[config.mk]
export PLATFORM = sky130hd
export DESIGN_NAME = byte_decode_stream
export DESIGN_NICKNAME = d
export VERILOG_FILES = /design/src/rtl/byte_decode_stream.sv
export SDC_FILE = /design/constraint.sdc
export NUM_CORES = 1
export LEC_CHECK = 0
export CORE_ASPECT_RATIO = 0.8
export CORE_UTILIZATION = 58
export CTS_CLUSTER_DIAMETER = 150
export DETAILED_ROUTE_END_ITERATION = 16
export HOLD_SLACK_MARGIN = 0.05
export PLACE_DENSITY = 0.9
export SYNTH_ARGS = -nofsm -noshare
export SYNTH_HDL_FRONTEND = slang
export SYNTH_SLANG_ARGS = --single-unit
[constraint.sdc]
create_clock -name clk -period 4.8 [get_ports clk]
set_clock_uncertainty 0.1 [all_clocks]
set_input_delay 0.96 -clock clk [delete_from_list [all_inputs] [get_ports clk]]
set_output_delay 0.96 -clock clk [all_outputs]
set_load 0.005 [all_outputs]
[src/rtl/byte_decode_stream.sv]
// byte_decode_stream: ByteDecode_d stage, packed LSB-first bytes in,
// 256 D-bit coefficients out (mod q when D==12).
module byte_decode_stream #(
  parameter int D      = 12,
  parameter int Q      = 3329,
  parameter int N_COEF = 256
) (
  input  logic        clk,
  input  logic        rst,
  input  logic        start,
  input  logic [7:0]  in_byte,
  input  logic        in_valid,
  output logic        in_ready,
  output logic [11:0] coef,
  output logic        coef_reduced,
  output logic        coef_valid,
  input  logic        coef_ready,
  output logic        busy,
  output logic        done
);

  localparam int BW = D + 7;
  localparam logic [8:0] NBYTES = 9'(32 * D);
  localparam logic [8:0] LASTC  = 9'(N_COEF - 1);
  localparam logic [4:0] DW     = 5'(D);

  typedef enum logic [1:0] {
    S_IDLE,
    S_BUSY,
    S_DONE
  } state_t;

  state_t state_q;
  state_t state_d;

  logic [BW-1:0] bits_q;
  logic [4:0]    fill_q;
  logic [8:0]    byte_cnt_q;
  logic [8:0]    coef_cnt_q;

  logic          in_fire;
  logic          out_fire;
  logic [D-1:0]  raw;
  logic [11:0]   raw12;
  logic [12:0]   diff;
  logic          red;

  assign busy       = (state_q == S_BUSY);
  assign done       = (state_q == S_DONE);
  assign in_ready   = busy && (fill_q < DW)
                    && (byte_cnt_q < NBYTES);
  assign coef_valid = busy && (fill_q >= DW);
  assign in_fire    = in_valid && in_ready;
  assign out_fire   = coef_valid && coef_ready;

  always_ff @(posedge clk) begin
    if (rst) state_q <= S_IDLE;
    else     state_q <= state_d;
  end

  always_comb begin
    state_d = state_q;
    unique case (state_q)
      S_IDLE: if (start) state_d = S_BUSY;
      S_BUSY: begin
        if (out_fire && coef_cnt_q == LASTC)
          state_d = S_DONE;
      end
      S_DONE: state_d = S_IDLE;
      default: state_d = S_IDLE;
    endcase
  end

  // Bits above fill are always zero, so a new byte can be OR-ed in.
  always_ff @(posedge clk) begin
    if (rst) begin
      bits_q     <= '0;
      fill_q     <= '0;
      byte_cnt_q <= '0;
      coef_cnt_q <= '0;
    end else if (state_q == S_IDLE && start) begin
      bits_q     <= '0;
      fill_q     <= '0;
      byte_cnt_q <= '0;
      coef_cnt_q <= '0;
    end else if (in_fire) begin
      bits_q     <= bits_q | (BW'(in_byte) << fill_q);
      fill_q     <= fill_q + 5'd8;
      byte_cnt_q <= byte_cnt_q + 9'd1;
    end else if (out_fire) begin
      bits_q     <= bits_q >> D;
      fill_q     <= fill_q - DW;
      coef_cnt_q <= coef_cnt_q + 9'd1;
    end
  end

  // raw < 2Q for D==12, so one conditional subtract reduces fully.
  assign raw          = bits_q[D-1:0];
  assign raw12        = 12'(raw);
  assign diff         = {1'b0, raw12} - 13'(Q);
  assign red          = (D == 12) && !diff[12];
  assign coef         = red ? diff[11:0] : raw12;
  assign coef_reduced = red;

endmodule

[Word level (Yosys, flattened, before mapping)]
Cells that the tools add are included.
Cells by class
  $add $sub $neg: 5
  multipliers: 0
  div/mod/pow operators: 0
  order comparisons: 3
  eq/ne operators: 5
  shift operators: 1
  multiplexer cells: 8
  bitwise logic cells: 2
  reduce and logical (&&, ||, !) cells: 13
Operators by type and width (number)
  19-bit 2-to-1 mux: 2
  19-bit OR: 1
  8-bit by 5-bit left shift with 19-bit output: 1
  9-bit by 1-bit adder with 9-bit output (second input constant): 2
  12-bit by 12-bit subtractor with 13-bit output (second input constant): 1
  12-bit 2-to-1 mux: 1
  5-bit 2-to-1 mux: 2
  9-bit by 8-bit equality test with 1-bit output (second input constant): 1
  9-bit < comparator (second input constant): 1
  1-bit logical AND: 7
  5-bit by 4-bit adder with 5-bit output (second input constant): 1
  5-bit by 4-bit >= comparator with 1-bit output (second input constant): 1
  5-bit by 4-bit < comparator with 1-bit output (second input constant): 1
  5-bit by 4-bit subtractor with 5-bit output (second input constant): 1
  2-bit 2-to-1 mux: 2
  2-bit case mux with 2 select lines: 1
  2-bit AND reduction: 2
  2-bit by 1-bit equality test with 1-bit output (second input constant): 1
  2-bit equality test (second input constant): 1
  2-bit zero test: 1
  2-bit by 1-bit inequality test with 1-bit output (second input constant): 1
  2-bit inequality test (second input constant): 1
  2-bit nonzero test: 1
  2-bit OR reduction: 1
  other kinds (2): 2
Word-level totals
  register bits: 44
  latch bits: 0
  RAM bits: 0
  ROM bits: 0
  bits of input ports: 13
  word-level logic and storage cells: 42
  memories kept: 0

[Depth between registers and ports, before layout]
  depth in word-level cells: 6
  gate-level depth with buffers: 8
  depth with buffers taken out: 6

[Worst setup path after synthesis]
OpenSTA, ideal clock, no wires.
  path kind: flip-flop to output port
  start: register bits_q[0]
  end: output coef[7]
  data arrival time: 1639 ps
  slack: 2101 ps
  stages on the path, launching flop included: 8
  path buffers: 1
  cells stage by stage: dfxtp_1 > inv_1 > ha_1 > nor2b_1 > a311oi_1 > buf_2 > nand4b_1 > xnor2_1
Between the ends
  word-level cells in the longest chain between the ends: 2
Ends and longest elaborated chain
  from (decl): line 36  | logic [BW-1:0] bits_q;
  from (signal assigned): line 87  | bits_q <= bits_q | (BW'(in_byte) << fill_q);
  from (signal assigned): line 91  | bits_q <= bits_q >> D;
  12-bit by 12-bit subtractor with 13-bit output: line 100  | assign diff = {1'b0, raw12} - 13'(Q);
  12-bit 2-to-1 mux: line 102  | assign coef = red ? diff[11:0] : raw12;
  to (decl): line 14  | output logic [11:0] coef,
Every way passes these cells.

[Worst setup path in the final report]
  start: register bits_q[0]
  end: output coef[8]
Same word-level chain as after synthesis.

==> impl_metrics.ini <==
[placement]
gp_congestion = 0.8369
post-dp-hpwl_um = 3545
portBuffers = 29
dp_slack_ns = 1.300

[detailed_routing]
top_layer = met4
drt_iter0_markers = 193
wl_um = 5045
via_per_inst = 6.235
firstDrtPassIters = 4
wl_met3_um = 377
ant_nets = 0
wl_met1_um = 2370
drc_errors = 0
vias = 2020
met2_wirelength_um = 2235
drt-wirelength-per-cell_um = 15.57

[sta]
maxSlewViolCount = 0
fin_setup_tns_ns = 0
worst_slew_pin_slew_ns = 1.130
worst_slack_ns = 0.9799
finalSetupViolations = 0
min_period_ns = 3.820
slew-limit-headroom_pct = 24.38
min_period_over_period_pct = 79.59
rsz0062_at_grt = no
max_freq_ghz = 0.2618
hold_violations = 0

[global_routing]
grt_use_total_pct = 27.65
grt_pass1_vias = 1788
grt_max_degree = 26
grt_first_pass_wirelength_um = 8611
antenna_found_initial = 0
overflow = 0

[power]
power.leakage_uw = 0.0008348
max-vdd-ir-drop_uv = 225.9
p_per_area_mw_per_mm2 = 260.3

[clocking]
numCtsBuffers = 5
clk_pin_slew_ns = 0.07
cts_hold_buf = 0
root_buffer = clkbuf_8
cts_max_path_buffers = 2
cts_tree = yes
clkLatencyLatePin_ns = 0.30
post_cts.repair.setup_buffers = 0
cts_resized = 0
htree_levels = 2
numClockSinks = 42

[logic_synthesis]
synth_area_leaders = dfxtp_1 39%, nor2_1 6.5%, xnor2_1 5.7%
yosys.area.top_type = dfxtp_1
synth_top_area_share_pct = 39.16
netlist-cell-type-count = 47
syn_inst = 254
syn-cell-area_mm2 = 0.002147
synth_edf_count = 0
ys_warn_count = 0
avgSynthCellArea_um2 = 8.453
async_flop_share_pct = 0
ys.flop_type = dfxtp_1
syn-num-nets = 274
synth_seq_area_share_pct = 39.16
ys_ff_latch = 42

[outcome]
status = complete, no violations

[die]
ios = 30
fp.coreArea_mm2 = 0.003495
fp.dieH_um = 56.42
initial_core_util_pct = 61.44
row_count = 19
die_x_um = 70.03
dieArea_mm2 = 0.003951

[critical_path]
cpMaxStageDelayCell = clkdlybuf4s50_1
slowest_delay_ns = 0.51
cp.required_ns = 3.74
critPathCaptureType = output pin
cp.arrival_ns = 2.76
rr_startpoint = fill_q[2]
path_buf_inv = 3
critPathKind = flop to output pin
regToRegEndpoint = bits_q[17]
reg2reg_depth = 6
critPathMaxFanout = 9
startpoint_type = flop
path_cells = inv_1, ha_1, nor2b_1, a311oi_1, buf_4, a21boi_0, xor2_1, clkdlybuf4s50_1
crit_cells = 8
path_delay_family = buffers and inverters
reg2reg_slack_ns = 1.78

[min_path]
holdPathStages = 2
min_to = bits_q[12]
hp-start = bits_q[12]
holdCritPathClass = flop to flop

[layout]
multi_input_area_mm2 = 0.001234
fill_cells = 267
n_antenna_cell = 0
mostFrequentLayoutCell = dfxtp_1
drive_gt1_share_pct = 6.738
nets = 301
final_cell_mix = 42 x dfxtp_1, 37 x nor2_1, 29 x clkdlybuf4s50_1
seq_area_um2 = 840.8
area_growth_pct = 18.94

[job]
maxCapViolCount = 0
## logic make-up (layout without fill, tap and decap cells)
group	count (synthesis)	count (layout)	synth area share [%]
fa+ha+maj	7	7	4.079
xor+xnor	17	17	6.935
simple gates	95	95	22.03
flops	42	42	39.16
mux	6	6	3.088
buf+inv	18	46	3.380
compound gates	69	69	21.33
## layout make-up
cell class / instances / area share, %
flip-flops and latches: 42 / 32.93
multi-input cells: 194 / 48.31
clock inverters: 2 / 0.4900
repair buffers: 31 / 11.95
inverters: 7 / 1.029
clock buffers: 6 / 3.234
well taps: 42 / 2.058
## state kept, by name, indices dropped and copies added (netlist names)
name and count:
coef_cnt_q 9, fill_q 3, bits_q 19, byte_cnt_q 9, state_q 2
## layer usage
layer / GRT usage, % / vias to the layer above
li1: - / 980
met1: 38.37 / 959
met2: 41.76 / 76
met3: 6.822 / 5
met4: 10.00 / 0
met5: 0 / -
## synthesized netlist by cell type (2+ instances only)
library cell  number
a211oi_1           6
a21oi_1           21
a22o_1             6
a31oi_1           10
a41oi_1            3
and2_1             2
buf_2              4
clkbuf_1           6
dfxtp_1           42
ha_1               7
inv_1              7
mux2_2             5
nand2_1           17
nand3_1            8
nand4b_1           2
nor2_1            37
nor2b_1            6
nor3_1             5
nor4_1             3
o21ai_0           11
o31ai_1            2
or3_1              3
or4_1              2
xnor2_1           14
xor2_1             3
## worst register-to-register path: stages (launching register included)
cell and delay, ns:
dfxtp_1 0.51, ha_1 0.31, ha_1 0.18, a211oi_2 0.40
a311o_1 0.76, nand2_1 0.48, nor2_1 0.21
## worst max-delay path by stage
stage / startpoint / endpoint / slack (ns)
2_1_floorplan: bits_q[0] / coef[7] / 2.10
3_3_place_gp: bits_q[0] / coef[8] / 1.37
3_5_place_dp: bits_q[0] / coef[8] / 1.30
4_1_cts: bits_q[0] / coef[8] / 0.97
5_1_grt: bits_q[0] / coef[8] / 0.75
6_report: bits_q[0] / coef[8] / 0.98
## power breakdown
part           internal, µW  switching (µW)  leakage (µW)  total, µW
sequential              352            7.11      0.000339        359
clock                   116             121     0.0000472        237
combinational          31.5            36.7      0.000448       68.2
## through the flow
step                cells  power (µW)  instance area, µm²  utilization, %  hold WS (ns)
floorplan             254       403.7                2147               -        0.3316
finish                324       664.7                2554           73.08        0.3717
detailed placement    316       433.8                2459           70.35        0.3534
CTS                   324       667.5                2554           73.08        0.3716
global route          324       690.0                2554           73.08        0.3984
global placement      316       431.9                2459           70.35        0.3427
Power figures use the tool's default switching activity.
